<file path="config.mk">
export PLATFORM = sky130hd
export DESIGN_NAME = fighter_motion
export DESIGN_NICKNAME = d
export VERILOG_FILES = /design/src/rtl/fighter_pkg.sv /design/src/rtl/motion_x_clamp.sv /design/src/rtl/fighter_motion.sv
export SDC_FILE = /design/constraint.sdc
export NUM_CORES = 1
export LEC_CHECK = 0
export ABC_AREA = 1
export CAP_MARGIN = 20
export CORE_ASPECT_RATIO = 1.75
export CORE_UTILIZATION = 50
export CTS_CLUSTER_DIAMETER = 80
export DETAILED_ROUTE_END_ITERATION = 7
export PLACE_DENSITY = 0.7
export SLEW_MARGIN = 20
export SYNTH_ARGS = -nofsm -noshare
export SYNTH_HDL_FRONTEND = slang
export SYNTH_SLANG_ARGS = --single-unit
</file>
<file path="constraint.sdc">
create_clock -name clk -period 11.8 [get_ports clk]
set_input_delay 2.36 -clock clk [delete_from_list [all_inputs] [get_ports clk]]
set_output_delay 2.36 -clock clk [all_outputs]
set_load 0.01 [all_outputs]
</file>
<file path="src/rtl/fighter_pkg.sv">
// Shared definitions for the fighter movement blocks: OLED geometry,
// coordinate width, default sprite size and the motion/walk enums.
package fighter_pkg;

    localparam int OLED_W  = 96;
    localparam int OLED_H  = 64;
    localparam int COORD_W = 7;

    localparam int SPRITE_W_DEF = 16;
    localparam int SPRITE_H_DEF = 20;

    typedef enum logic [1:0] {
        GROUND,
        RISE,
        FALL
    } motion_state_e;

    typedef enum logic [1:0] {
        DIR_NONE,
        DIR_LEFT,
        DIR_RIGHT
    } walk_dir_e;

endpackage

</file>
<file path="src/rtl/motion_x_clamp.sv">
// Combinational horizontal step: applies one walk step, clamps to the
// screen, then limits the step so this sprite never walks into the
// opponent when the two overlap vertically.
module motion_x_clamp
    import fighter_pkg::*;
(
    input  logic [COORD_W-1:0] pos_x_i,
    input  walk_dir_e          dir_i,
    input  logic [COORD_W-1:0] step_i,
    input  logic [COORD_W-1:0] opp_x_i,
    input  logic               v_overlap_i,
    input  logic [COORD_W-1:0] screen_w_i,
    input  logic [COORD_W-1:0] sprite_w_i,
    output logic [COORD_W-1:0] nx_o
);

    // Two guard bits: one for the sign, one so opp_x+sprite_w cannot
    // overflow even for an off-screen opponent coordinate.
    localparam int XW = COORD_W + 2;

    logic signed [XW-1:0] cur_s;
    logic signed [XW-1:0] step_s;
    logic signed [XW-1:0] opp_s;
    logic signed [XW-1:0] spr_s;
    logic signed [XW-1:0] max_s;
    logic signed [XW-1:0] cand_s;
    logic signed [XW-1:0] lim_s;
    logic                 opp_right;

    assign cur_s     = $signed({2'b00, pos_x_i});
    assign step_s    = $signed({2'b00, step_i});
    assign opp_s     = $signed({2'b00, opp_x_i});
    assign spr_s     = $signed({2'b00, sprite_w_i});
    assign max_s     = $signed({2'b00, screen_w_i}) - spr_s;
    assign opp_right = (opp_x_i >= pos_x_i);

    // Candidate x: step, edge clamp, then body-block toward the opponent.
    // NOTE: every variable written here gets a default first, so no path
    // leaves it holding its old value and no latch is inferred.
    always_comb begin
        cand_s = cur_s;
        lim_s  = '0;

        case (dir_i)
            DIR_RIGHT: cand_s = cur_s + step_s;
            DIR_LEFT:  cand_s = cur_s - step_s;
            default:   cand_s = cur_s;
        endcase

        if (cand_s < 0) begin
            cand_s = '0;
        end else if (cand_s > max_s) begin
            cand_s = max_s;
        end

        // The block only ever shortens a step toward the opponent; it is
        // bounded by the current x so it never pushes this sprite backward.
        // Already-overlapping sprites therefore cannot close in further.
        if (v_overlap_i && dir_i == DIR_RIGHT && opp_right) begin
            lim_s = opp_s - spr_s;
            if (cand_s > lim_s) cand_s = lim_s;
            if (cand_s < cur_s) cand_s = cur_s;
        end else if (v_overlap_i && dir_i == DIR_LEFT && !opp_right) begin
            lim_s = opp_s + spr_s;
            if (cand_s < lim_s) cand_s = lim_s;
            if (cand_s > cur_s) cand_s = cur_s;
        end
    end

    assign nx_o = cand_s[COORD_W-1:0];

endmodule

</file>
<file path="src/rtl/fighter_motion.sv">
// Per-player movement controller: walking, jump with gravity, screen
// clamp and body-block against the opponent. All state advances only on
// frame_tick; outputs are registered.
// Optional: define FIGHTER_AIR_CONTROL_EN to allow walking while airborne.
module fighter_motion
    import fighter_pkg::*;
#(
    parameter int START_X   = 10,
    parameter int GROUND_Y  = 40,
    parameter int SCREEN_W  = OLED_W,
    parameter int SPRITE_W  = SPRITE_W_DEF,
    parameter int SPRITE_H  = SPRITE_H_DEF,
    parameter int WALK_STEP = 2,
    parameter int JUMP_V    = 6
) (
    input  logic               clk,
    input  logic               rst_n,
    input  logic               frame_tick,
    input  logic               btn_left,
    input  logic               btn_right,
    input  logic               btn_jump,
    input  logic [COORD_W-1:0] opp_x,
    input  logic [COORD_W-1:0] opp_y,
    output logic [COORD_W-1:0] pos_x,
    output logic [COORD_W-1:0] pos_y,
    output logic               airborne,
    output logic               landed
);

    // The jump apex must stay on screen.
    if (JUMP_V * (JUMP_V + 1) / 2 > GROUND_Y) begin : g_jump_too_high
        $error("fighter_motion: JUMP_V peak height exceeds GROUND_Y");
    end

    localparam logic [COORD_W-1:0] START_X_C   = COORD_W'(START_X);
    localparam logic [COORD_W-1:0] GROUND_Y_C  = COORD_W'(GROUND_Y);
    localparam logic [COORD_W:0]   GROUND_Y_W  = (COORD_W + 1)'(GROUND_Y);
    localparam logic [COORD_W-1:0] SCREEN_W_C  = COORD_W'(SCREEN_W);
    localparam logic [COORD_W-1:0] SPRITE_W_C  = COORD_W'(SPRITE_W);
    localparam logic [COORD_W-1:0] SPRITE_H_C  = COORD_W'(SPRITE_H);
    localparam logic [COORD_W-1:0] WALK_STEP_C = COORD_W'(WALK_STEP);
    localparam logic [COORD_W-1:0] JUMP_V_C    = COORD_W'(JUMP_V);

    motion_state_e      state_q, state_d;
    logic [COORD_W-1:0] pos_x_q, pos_x_d;
    logic [COORD_W-1:0] pos_y_q, pos_y_d;
    logic [COORD_W-1:0] vy_q, vy_d;
    logic               jump_req_q, jump_req_d;
    logic               btn_jump_q;
    logic               landed_q, landed_d;

    logic               jump_edge;
    logic [COORD_W-1:0] dy;
    logic               v_overlap;
    walk_dir_e          dir;
    logic [COORD_W-1:0] nx;
    logic [COORD_W:0]   y_sum;
    logic               touchdown;
    logic               move_ok;

    assign jump_edge = btn_jump & ~btn_jump_q;
    assign dy        = (pos_y_q >= opp_y) ? (pos_y_q - opp_y) : (opp_y - pos_y_q);
    assign v_overlap = (dy < SPRITE_H_C);

    // Left and right together cancel out.
    always_comb begin
        case ({btn_right, btn_left})
            2'b10:   dir = DIR_RIGHT;
            2'b01:   dir = DIR_LEFT;
            default: dir = DIR_NONE;
        endcase
    end

    motion_x_clamp u_x_clamp (
        .pos_x_i     (pos_x_q),
        .dir_i       (dir),
        .step_i      (WALK_STEP_C),
        .opp_x_i     (opp_x),
        .v_overlap_i (v_overlap),
        .screen_w_i  (SCREEN_W_C),
        .sprite_w_i  (SPRITE_W_C),
        .nx_o        (nx)
    );

    // Next-state: jump request latch, vertical FSM and horizontal update.
    always_comb begin
        state_d    = state_q;
        pos_x_d    = pos_x_q;
        pos_y_d    = pos_y_q;
        vy_d       = vy_q;
        landed_d   = 1'b0;
        touchdown  = 1'b0;
        y_sum      = '0;
        jump_req_d = jump_req_q | (jump_edge && state_q == GROUND);

        if (frame_tick) begin
            // A request lives for one frame only, used or not.
            jump_req_d = 1'b0;

            case (state_q)
                GROUND: begin
                    if (jump_req_q || jump_edge) begin
                        state_d = RISE;
                        vy_d    = JUMP_V_C;
                    end
                end
                RISE: begin
                    pos_y_d = (pos_y_q > vy_q) ? (pos_y_q - vy_q) : '0;
                    if (vy_q == COORD_W'(1)) begin
                        state_d = FALL;
                        vy_d    = '0;
                    end else begin
                        vy_d = vy_q - COORD_W'(1);
                    end
                end
                FALL: begin
                    vy_d  = (vy_q >= JUMP_V_C) ? JUMP_V_C : (vy_q + COORD_W'(1));
                    y_sum = {1'b0, pos_y_q} + {1'b0, vy_d};
                    if (y_sum >= GROUND_Y_W) begin
                        pos_y_d   = GROUND_Y_C;
                        vy_d      = '0;
                        state_d   = GROUND;
                        landed_d  = 1'b1;
                        touchdown = 1'b1;
                    end else begin
                        pos_y_d = y_sum[COORD_W-1:0];
                    end
                end
                default: begin
                    state_d = GROUND;
                    vy_d    = '0;
                end
            endcase

            if (move_ok) begin
                pos_x_d = nx;
            end
        end
    end

    // Walking is gated by the state at the sampling tick; x is held on the
    // touchdown tick in every build.
`ifdef FIGHTER_AIR_CONTROL_EN
    assign move_ok = !touchdown;
`else
    assign move_ok = (state_q == GROUND);
`endif

    // State registers; reset wins over everything, including a jump.
    // NOTE: rst_n is sampled only on the clock edge here (synchronous), and
    // all sequential state uses <= so every register sees pre-edge values.
    always_ff @(posedge clk) begin
        if (!rst_n) begin
            state_q    <= GROUND;
            pos_x_q    <= START_X_C;
            pos_y_q    <= GROUND_Y_C;
            vy_q       <= '0;
            jump_req_q <= 1'b0;
            btn_jump_q <= 1'b0;
            landed_q   <= 1'b0;
        end else begin
            state_q    <= state_d;
            pos_x_q    <= pos_x_d;
            pos_y_q    <= pos_y_d;
            vy_q       <= vy_d;
            jump_req_q <= jump_req_d;
            btn_jump_q <= btn_jump;
            landed_q   <= landed_d;
        end
    end

    assign pos_x    = pos_x_q;
    assign pos_y    = pos_y_q;
    assign airborne = (state_q != GROUND);
    assign landed   = landed_q;

endmodule
</file>
==> Word-level counts from Yosys, hierarchy flattened <==
Cells that the tools add are included.
{ "word_totals": {"ff_bits": 26, "out_inout_bits": 16} }
{ "op_classes": {"n_addsub": 10, "n_lt_le_gt_ge": 12, "eq_ne": 12, "reduce_logical": 16, "n_mux": 27, "bitwise": 4} }
{ "ops": {"columns": ["op", "count"], "rows": [
  ["$mux 7", 11],
  ["$mux 9", 7],
  ["$pmux 7 s3", 1],
  ["$sub 7x7->7", 3],
  ["$gt 9x8->1", 2],
  ["$pmux 9 s2", 1],
  ["$ge 7x7->1", 2],
  ["$pmux 7 s2", 1],
  ["$gt 9x8->1 const B", 1],
  ["$lt 9x1->1 const B", 1],
  ["$lt 9x8->1", 1],
  ["$lt 9x9->1", 1],
  ["$add 7x2->8 const B", 1],
  ["$add 7x5->8 const B", 1],
  ["$add 7x7->8", 1],
  ["$ge 8x6->1 const B", 1],
  ["$reduce_and 4->1", 2],
  ["$sub 7x2->8 const B", 1],
  ["$sub 7x5->8 const B", 1],
  ["$add 7x1->7 const B", 1],
  ["$eq 7x1->1 const B", 1],
  ["$ge 7x3->1 const B", 1],
  ["$gt 7x7->1", 1],
  ["$lt 7x5->1 const B", 1],
  ["21 further kinds", 36]
]} }

==> Logic depth before layout (Yosys ltp) <==
Gate-level depths: netlist (run 1).
{ "depth": {"word_depth": 15, "ltp_mapped": 38, "depth_no_buf": 37} }

==> By module <==
From an unflattened synthesis (run 1), not the netlist that was laid out.
{ "unflattened": {"cells_unflattened": 971, "hier_area_um2": 6067.1} }
{ "modules_own_cells": {"columns": ["mod", "seq_area_each_um2", "cells_each", "n_inst", "area_per_inst_um2"], "rows": [
  ["motion_x_clamp", 0.0, 591, 1, 3527.1],
  ["fighter_motion", 520.5, 380, 1, 2539.9]
]} }

==> Worst setup path before layout (run 1) <==
No wires, ideal clock.
{ "synth_path": {"path_kind": "in2reg", "start": "in btn_left", "end": "reg pos_x_q[4], in the netlist pos_x[4]", "arrival_time_ps": 6120, "path_stages": 37, "path_buffers": 3, "required_ps": 11685, "setup_ps": 115, "slack_ps": 5565, "path_cell_list": "inv_1 -> ha_1 -> buf_2 -> nor2_1 -> o21ai_0 -> nand3_1 -> nor2_1 -> nand2_1 -> nand3_1 -> nand2_1 -> nand2_2 -> nand2_1 -> nor2_1 -> ha_1 -> nand2_1 -> nand2_1 -> a31oi_1 -> nor2_1 -> o21ai_0 -> nand2_1 -> buf_2 -> nand2_1 -> nand2_1 -> ha_1 -> a21oi_1 -> o21ai_0 -> a221oi_1 -> o21ai_0 -> o31ai_1 -> o21ai_0 -> nand2_1 -> nand2_1 -> nand2_2 -> buf_6 -> nand3_2 -> nand2_1 -> nor2_1"} }
{ "synth_via": {"elab_chain_cells": 14, "elab_cells_between_ends": 30, "cone_classes": "order compare: 6; eq/ne: 6; mux: 13; reduce/logical: 5"} }
{ "synth_rtl": {"columns": ["item", "line_no", "text"], "rows": [
  ["start: declaration", "fighter_motion.sv:19", "input logic btn_left,"],
  ["$eq 2x1->1 / $eq 2x2->1 (equally long branches)", "fighter_motion.sv:67", "case ({btn_right, btn_left})"],
  ["$pmux 2 s2 (*)", "fighter_motion.sv:67", null],
  ["$eq 2x1->1 / $eq 2x2->1 (equally long branches)", "motion_x_clamp.sv:44, motion_x_clamp.sv:63, motion_x_clamp.sv:59", null],
  ["$pmux 9 s2", "motion_x_clamp.sv:44", "case (dir_i)"],
  ["$gt 9x8->1", "motion_x_clamp.sv:52", "end else if (cand_s > max_s) begin"],
  ["$mux 9", "motion_x_clamp.sv:52", null],
  ["$mux 9", "motion_x_clamp.sv:50", "if (cand_s < 0) begin"],
  ["$lt 9x9->1", "motion_x_clamp.sv:65", "if (cand_s < lim_s) cand_s = lim_s;"],
  ["$mux 9", "motion_x_clamp.sv:65", null],
  ["$mux 9", "motion_x_clamp.sv:63", "end else if (v_overlap_i && dir_i == DIR_LEFT && !opp_right) begin"],
  ["$mux 9", "motion_x_clamp.sv:59", "if (v_overlap_i && dir_i == DIR_RIGHT && opp_right) begin"],
  ["$gt 9x8->1 / $mux 7 (equally long branches)", "motion_x_clamp.sv:66", "if (cand_s > cur_s) cand_s = cur_s;"],
  ["$ne 3x2->1 (no source line) / $mux 7 (equally long branches)", null, null],
  ["$reduce_and 4->1 (no source line) / $mux 7 (equally long branches)", null, null],
  ["end signal: assignment", "fighter_motion.sv:163", "pos_x_q <= pos_x_d;"],
  ["end: declaration", "fighter_motion.sv:45", "logic [COORD_W-1:0] pos_x_q, pos_x_d;"]
]} }
Mark *: on every way between the ends. The rest lies on a longest branch, timed or not. The select of a mux whose other input is x is not followed.
A chain may end at the register's enable or synchronous reset.

==> Final worst setup path (run 1) <==
{ "layout_path": {"start": "in btn_left", "end": "reg pos_x_q[3], in the netlist pos_x[3]"} }
The elaborated chain is that of the path after synthesis.

==> metrics, run 1 <==
CP Max Fanout=13; final worst slack=4.14 ns; Fillers=874; Tot GR Track Use=28.7%; power share of the combinational group=63.8%; Int Power=0.281 mW; crit end category=flip-flop; first-pass GRT wire length=20.7 mm; Worst-Margin Slew=0.724 ns; post-synth cell types=44; PostCTS Resize Cnt=0; Routed Antenna Nets=0; Worst VDD drop=0.0000640 V; Sw Pwr=0.268 mW; Async SR Flop Fraction=0%; Finished Layout Cells=847; Final Wtd Congestion=0.946; commonest non-fill, non-tap cell in the layout=nand2_1; number of flops mapped to enable cells by yosys=0; H-tree levels=1; most frequent cells in the layout=189 x nand2_1, 106 x inv_1, 73 x ha_1, 59 x a21oi_1, 53 x nand3_1; largest net degree at the start of global routing=19; Worst-Skew Late Latency=0.26 ns; Reg power frac=21.3%; clk sinks=26; total negative slack=0 ns; total CTS buffers=3; setup bufs post-CTS=0; maxcap violations=0; number of global-route vias before repair=4677; delay-heaviest family, CP=simple AND/OR/NAND/NOR gates; Die Span Y=124 um; Reg clk slew, reported paths=0.06 ns; CTS tree=built; outcome=finished, final reports clean; DR vias=4631; final worst path period need=7.66 ns; antenna violations before repair=0; Remaining Overflow, GRT=0; most frequent CP cell=nand2_1; WP data arrival=7.78 ns; placed cell count=843; clock buffer depth=2; worst clock skew=0.00327 ns; relative slew slack=51.6%; dominant synthesized flop cell=dfxtp_1; worst stage delay on the critical path=0.49 ns; starting density of the core=51.6%; boundary pin count=36; CP bufs+invs=4; Syn Std Cell Area=0.00429 mm^2; Final #Nets=828; vias per cell=5.47; Core Rows=44; RSZ-0062 raised after global routing=no; required time of the critical path=11.92 ns; Avg WL per Cell=14.6 um; Area Overhead vs Synth=12.7%; Pre-Repair DR Iteration Count=4; LEAKAGE=2.51 nW; Syn. warnings=0; core area=0.00831 mm^2; hold crit path type=reg2reg; min-delay src=vy_q[6]; RR Startpoint=pos_x[1]; Detailed Route WL=12.4 mm; Post-CTS Hold Buffers=0; # diodes=0; fin crit share=64.9%; I/O Buffers=35; # DRC=0; post-synthesis sequential element count=26; Net Sw Frac=48.8%; Final Util=58.1%; critical path launch point type=primary input; layout cells sized above 1=4.78%; Pwr Density=114 mW/mm^2; die area=0.00896 mm^2; maximum clock frequency=131 MHz; pins over their slew limit=0; post-synthesis cell count=697; Setup-failing EPs final=0; DRT iter0 DRCs=253; syn avg cell area=6.15 um^2; Hold Fails Final Rpt=0; clock power share=14.9%; crit path max-delay cell type=clkdlybuf4s50_1; critical path type=in2reg; root buf cell=clkbuf_16; crit path launch=btn_left; sequential area share after synthesis=12.1%; DP Worst Slack=4.00 ns; Die W=72.0 um; post-DP HPWL=10.3 mm
-- metrics by stage --
stage	area, um^2	hold slack, ns	total power, mW
after floorplan	4300	0.459	0.370
after global placement	4740	0.473	0.458
after detailed placement	4740	0.484	0.464
after CTS	4830	0.494	0.548
after global routing	4830	0.528	0.604
final	4830	0.491	0.549
-- power groups by stage --
stage / sequential (mW) / combinational, mW / clock (mW)
2_1_floorplan: 0.112 / 0.257 / 0
3_3_place_gp: 0.119 / 0.339 / 0
3_5_place_dp: 0.118 / 0.345 / 0
4_1_cts: 0.117 / 0.347 / 0.0844
5_1_grt: 0.118 / 0.398 / 0.0874
6_report: 0.117 / 0.350 / 0.0819
-- cell usage after synthesis, drive strengths merged (4+ instances only) --
library cell    n  share of area, %
nand2         196                18
inv           112               9.9
ha             73                21
nand3          60               8.0
a21oi          59               6.9
nor2           52               5.2
o21ai          29               3.4
dfxtp          26                12
nand4          17               2.6
xor2           10               2.0
nor3            8              0.93
buf             6              0.85
o211ai          6               1.1
xnor2           6               1.2
o21bai          5               1.1
a21o            4              0.70
-- layout make-up --
type | instances | area (um^2) | area share, %
tap | 115 | 144 | 2.98
clock buffer | 4 | 88.8 | 1.84
multi-input combinational | 553 | 3300 | 68.2
sequential | 26 | 520 | 10.8
timing repair buffer | 35 | 350 | 7.25
inverter | 114 | 430 | 8.91
-- logic make-up after synthesis --
logic type | share of synthesized area (%)
adders and majority gates | 22.2
AOI/OAI and AO/OA | 15.0
and+or+nand+nor | 35.8
xor gates and xnor gates | 3.27
other | 0.175
buffers and inverters | 11.4
DFF | 12.1
-- worst min-delay path, delay by kind of cell (launching register included) --
family / cells / cell delay (ns)
DFF: 1 / 0.33
and+or+nand+nor: 1 / 0.06
AOI/OAI and AO/OA: 1 / 0.05
-- sequential cells by signal, indices dropped and copies added (netlist names) --
signal / flops
btn_jump_q: 1
jump_req_q: 1
landed: 1
pos_x: 7
pos_y: 7
state_q: 2
vy_q: 7
-- final timing paths --
| kind | to | slack (ns) | cells past startpoint |
|---|---|---|---|
| worst max-delay path | pos_x[3] | 4.14 | 35 |
| worst min register to register | vy_q[6] | 0.49 | 2 |
| worst min-delay path | vy_q[6] | 0.49 | 2 |
| worst max register to register | pos_x[3] | 6.20 | 36 |
-- per-layer routing --
| metal | track usage (%) | up-vias | share of wire, % |
|---|---|---|---|
| met1 | 27.7 | 2101 | 37 |
| li1 | - | 2356 | - |
| met3 | 1.78 | 52 | 2.8 |
| met5 | 0 | - | 0 |
| met2 | 56.8 | 122 | 55 |
| met4 | 16.1 | 0 | 5.6 |
Power figures use the tool's default switching activity.
==> run 2: changes to the inputs <==
==> constraint.sdc (replaced) <==
create_clock -name clk -period 7.1 [get_ports clk]
set_input_delay 1.42 -clock clk [delete_from_list [all_inputs] [get_ports clk]]
set_output_delay 1.42 -clock clk [all_outputs]
set_load 0.01 [all_outputs]
==> metrics, run 2 (same netlist as run 1, synthesis figures left out) <==
Core Rows=44 (unchanged); PostCTS Resize Cnt=0 (unchanged); maxcap violations=0 (unchanged); Pwr Density=188 mW/mm^2 (+65%); final worst slack=0.504 ns (-3.64 ns); DRT iter0 DRCs=230 (-9.1%); antenna violations before repair=0 (unchanged); Remaining Overflow, GRT=0 (unchanged); # diodes=0 (unchanged); final worst path period need=6.60 ns; root buf cell=clkbuf_16; CTS tree=built; largest net degree at the start of global routing=19 (unchanged); delay-heaviest family, CP=simple AND/OR/NAND/NOR gates; Setup-failing EPs final=0 (unchanged); vias per cell=5.43 (-0.71%); Post-CTS Hold Buffers=0 (unchanged); Worst VDD drop=0.0000984 V (+54%); boundary pin count=36 (unchanged); layout cells sized above 1=4.78% (unchanged); Worst-Skew Late Latency=0.26 ns (about the same); post-DP HPWL=10.2 mm (-0.50%); I/O Buffers=35 (unchanged); die area=0.00896 mm^2 (unchanged); Die W=72.0 um (unchanged); DP Worst Slack=0.274 ns (-3.72 ns); CP bufs+invs=4 (unchanged); Hold Fails Final Rpt=0 (unchanged); GR peak layer=met2; CP Max Fanout=13 (unchanged); total CTS buffers=3 (unchanged); Fillers=835 (-4.5%); fin crit share=92.9%; DR vias=4598 (-0.71%); most frequent cells in the layout=189 x nand2_1, 106 x inv_1, 73 x ha_1, 59 x a21oi_1, 53 x nand3_1; relative slew slack=53.9% (+2.3 points); clock buffer depth=2 (unchanged); crit end category=flip-flop; Routed Antenna Nets=0 (unchanged); worst stage delay on the critical path=0.48 ns (about the same); starting density of the core=51.6% (unchanged); RSZ-0062 raised after global routing=no; Area Overhead vs Synth=12.7% (unchanged); Reg clk slew, reported paths=0.06 ns (about the same); Worst-Margin Slew=0.689 ns (-0.0350 ns); commonest non-fill, non-tap cell in the layout=nand2_1; Final #Nets=828 (unchanged); WP data arrival=6.72 ns (-1.06 ns); grt met3 use=1.62% (-0.16 points); number of global-route vias before repair=4642 (-0.75%); clk sinks=26 (unchanged); most frequent CP cell=nand2_1; Final Wtd Congestion=0.941 (-0.52%); outcome=finished, final reports clean; H-tree levels=1 (unchanged); LEAKAGE=2.51 nW (unchanged); Detailed Route WL=12.2 mm (-1.4%); first-pass GRT wire length=20.3 mm (-2.0%); critical path type=in2reg; pins over their slew limit=0 (unchanged); Pre-Repair DR Iteration Count=7 (+3); critical path launch point type=primary input; total negative slack=0 ns (unchanged); crit path max-delay cell type=clkdlybuf4s50_1; maximum clock frequency=152 MHz; grt met1 use=26.7% (-0.99 points); core area=0.00831 mm^2 (unchanged); # DRC=0 (unchanged); Die Span Y=124 um (unchanged); setup bufs post-CTS=0 (unchanged); Avg WL per Cell=14.4 um (-1.4%); worst clock skew=0.00275 ns (-0.000524 ns); met2 Track Usage GR=57.4% (+0.55 points); required time of the critical path=7.22 ns (-4.70 ns); Tot GR Track Use=28.3% (-0.39 points); hold crit path type=reg2reg
==> run 2: cell counts in the layout (fill, tap and decap cells not counted) <==
Identical to the previous run, type by type.
==> run 2: worst reg2reg max path: cells and delay by family, from the launching register on <==
family | cells | cell delay, ns
AO/OA/AOI/OAI | 8 | 1.20
flip-flops | 1 | 0.52
adder cells (fa/ha/maj) | 3 | 0.89
AND/OR/NAND/NOR | 23 | 2.27
buffers and inverters | 2 | 0.49
==> run 2: report_power, final <==
group / switching, mW / internal [mW] / total [mW]
Clock: 0.0487 / 0.0862 / 0.135
Sequential: 0.0335 / 0.161 / 0.194
Combinational: 0.358 / 0.221 / 0.579
Total: 0.440 / 0.468 / 0.908
==> run 2: through the flow <==
| stage | utilization, % | instance area (um^2) | instances | hold WS, ns | power (mW) |
|---|---|---|---|---|---|
| final | 58.1 | 4830 | 847 | 0.482 | 0.908 |
| after global routing | 58.1 | 4830 | 847 | 0.521 | 1.00 |
| after CTS | 58.1 | 4830 | 847 | 0.485 | 0.909 |
| after detailed placement | 57.0 | 4740 | 843 | 0.475 | 0.771 |
| after global placement | 57.0 | 4740 | 843 | 0.473 | 0.761 |
| after floorplan | - | 4300 | 702 | 0.459 | 0.614 |
==> run 2: cell type report <==
class,instances,area [um^2],area share [%]
Clock buffer,4,88.8,1.84
Inverter,114,430,8.91
Multi-Input combinational cell,553,3300,68.2
Sequential cell,26,520,10.8
Tap cell,115,144,2.98
Timing Repair Buffer,35,350,7.25
==> run 2: per-layer routing <==
metal | up-vias | part of all wire, %
met2 | 120 | 56
met4 | 0 | 5.2
met5 | - | 0
met1 | 2089 | 36
met3 | 44 | 2.7
li1 | 2345 | -
==> run 2: worst paths after layout <==
| path | startpoint | to | slack (ns) | cells past startpoint |
|---|---|---|---|---|
| worst max-delay path | btn_left | pos_x[1] | 0.50 | 35 |
| worst max register to register | pos_x[1] | pos_x[1] | 1.59 | 36 |
| worst min register to register | vy_q[6] | vy_q[6] | 0.48 | 2 |
| worst min-delay path | vy_q[6] | vy_q[6] | 0.48 | 2 |
==> run 3: changes to the inputs <==
--- a/config.mk
+++ b/config.mk
@@ -11,7 +11,7 @@
 export CORE_UTILIZATION = 50
 export CTS_CLUSTER_DIAMETER = 80
 export DETAILED_ROUTE_END_ITERATION = 7
-export PLACE_DENSITY = 0.7
+export DONT_BUFFER_PORTS = 1
 export SLEW_MARGIN = 20
 export SYNTH_ARGS = -nofsm -noshare
 export SYNTH_HDL_FRONTEND = slang
==> constraint.sdc (replaced) <==
create_clock -name clk -period 6.45 [get_ports clk]
set_input_delay 0.9675 -clock clk [delete_from_list [all_inputs] [get_ports clk]]
set_output_delay 0.9675 -clock clk [all_outputs]
set_load 0.01 [all_outputs]
==> metrics, run 3 (same netlist as run 1, synthesis figures left out) <==
boundary pin count=36 (unchanged); H-tree levels=1 (unchanged); maxcap violations=0 (unchanged); LEAKAGE=2.38 nW (-5.1%); worst stage delay on the critical path=0.57 ns (+0.09 ns); commonest non-fill, non-tap cell in the layout=nand2_1; critical path type=reg2reg; WP data arrival=5.61 ns (-1.11 ns); crit path launch=pos_x[1]; Pre-Repair DR Iteration Count=5 (-2); Fillers=881 (+5.5%); reg2reg path depth=36 (unchanged); most frequent cells in the layout=189 x nand2_1, 106 x inv_1, 73 x ha_1, 59 x a21oi_1, 53 x nand3_1; PostCTS Resize Cnt=0 (unchanged); CP bufs+invs=2 (-2); post-DP HPWL=10.4 mm (+1.6%); WHS=0.505 ns (+0.0232 ns); required time of the critical path=6.61 ns (-0.61 ns); layout cells sized above 1=5.02% (+0.24 points); Hold Fails Final Rpt=0 (unchanged); Die Span Y=124 um (unchanged); core area=0.00831 mm^2 (unchanged); root buf cell=clkbuf_16; setup bufs post-CTS=0 (unchanged); clock buffer depth=2 (unchanged); Reg clk slew, reported paths=0.07 ns (about the same); starting density of the core=51.6% (unchanged); maximum clock frequency=184 MHz; Core Rows=44 (unchanged); Post-CTS Hold Buffers=0 (unchanged); Avg WL per Cell=15.2 um (+5.3%); min-delay src=vy_q[6]; RSZ-0062 raised after global routing=no; most frequent CP cell=nand2_1; DR vias=4411 (-4.1%); hold crit path type=reg2reg; fin crit share=84.4%; Worst-Skew Late Latency=0.27 ns (about the same); largest net degree at the start of global routing=19 (unchanged); Critical R2R Capture=pos_x[1]; final worst path period need=5.44 ns; RR Startpoint=pos_x[1]; DRT iter0 DRCs=243 (+5.7%); Final Wtd Congestion=0.945 (+0.43%); Finished Cell Area=0.00450 mm^2 (-6.9%); CP endpoint=pos_x[1]; number of global-route vias before repair=4286 (-7.7%); total CTS buffers=3 (unchanged); vias per cell=5.43 (about the same); Worst VDD drop=0.000161 V (+64%); antenna violations before repair=0 (unchanged); CTS tree=built; Worst-Margin Slew=0.539 ns (-0.150 ns); flop2flop setup slack=1.01 ns (-0.58 ns); Routed Antenna Nets=0 (unchanged); worst clock skew=0.00238 ns (-0.000369 ns); crit end category=flip-flop; Final #Nets=793 (-4.2%); I/O Buffers=0 (-100%); delay-heaviest family, CP=simple AND/OR/NAND/NOR gates; relative slew slack=64.0% (+10 points); first-pass GRT wire length=19.9 mm (-2.1%); Die W=72.0 um (unchanged); total negative slack=0 ns (unchanged); critical path launch point type=flip-flop; Final Util=54.1% (-4.0 points); Detailed Route WL=12.3 mm (+0.93%); Pwr Density=220 mW/mm^2 (+17%); Placed Area=0.00439 mm^2 (-7.4%); outcome=finished, final reports clean; die area=0.00896 mm^2 (unchanged); Tot GR Track Use=28.3% (+0.030 points); clk sinks=26 (unchanged); Area Overhead vs Synth=4.91%; Remaining Overflow, GRT=0 (unchanged); # diodes=0 (unchanged); Setup-failing EPs final=0 (unchanged); crit path max-delay cell type=dfxtp_1; CP Max Fanout=13 (unchanged); # DRC=0 (unchanged); pins over their slew limit=0 (unchanged); Crit path depth=36 (+2.9%)
[run 3: cell types whose count changed in the layout (fill, tap and decap cells not counted), sizes merged]
cell / delta
bufinv: +1
clkbuf: -1
clkdlybuf4s50: -35
[run 3: worst min-delay path by stage]
stage | cells past startpoint | slack, ns | end
6_report | 2 | 0.51 | vy_q[6]
4_1_cts | 2 | 0.50 | vy_q[6]
3_5_place_dp | 2 | 0.49 | vy_q[6]
3_3_place_gp | 2 | 0.48 | vy_q[6]
2_1_floorplan | 2 | 0.46 | vy_q[6]
5_1_grt | 2 | 0.55 | vy_q[6]
[run 3: cell type report]
| cell class | instances | area [um^2] | share of cell area [%] |
|---|---|---|---|
| Clock buffer | 3 | 75.1 | 1.67 |
| Multi-Input combinational cell | 553 | 3300 | 73.3 |
| Clock inverter | 1 | 30.0 | 0.668 |
| Inverter | 114 | 430 | 9.57 |
| Tap cell | 115 | 144 | 3.20 |
| Sequential cell | 26 | 520 | 11.6 |
[run 3: power by group]
part,switching [mW],leakage [nW],internal (mW),total [mW]
registers,0.0435,0.213,0.177,0.220
logic,0.372,2.12,0.212,0.584
clock network,0.0623,0.0511,0.124,0.186
total,0.478,2.38,0.513,0.991
[run 3: through the flow]
step	total power, mW	setup slack [ns]	cells
after floorplan	0.676	1.61	702
after global placement	0.796	0.985	808
after detailed placement	0.805	0.832	808
after CTS	0.993	1.05	812
after global routing	1.09	0.488	812
final	0.991	1.01	812
[run 3: metal layers]
metal	GRT usage [%]	vias to the layer above	share of wire, %
li1	-	2269	-
met1	26.8	2004	35
met2	57.5	108	57
met3	2.27	30	2.6
met4	13.5	0	4.6
met5	0	-	0
[run 3: worst reg2reg max path: cells and delay by family (launching register included)]
| family | cells | cell delay (ns) |
|---|---|---|
| simple gates | 23 | 2.32 |
| compound gates | 8 | 1.04 |
| buf+inv | 2 | 0.49 |
| fa+ha+maj | 3 | 0.94 |
| flops | 1 | 0.57 |
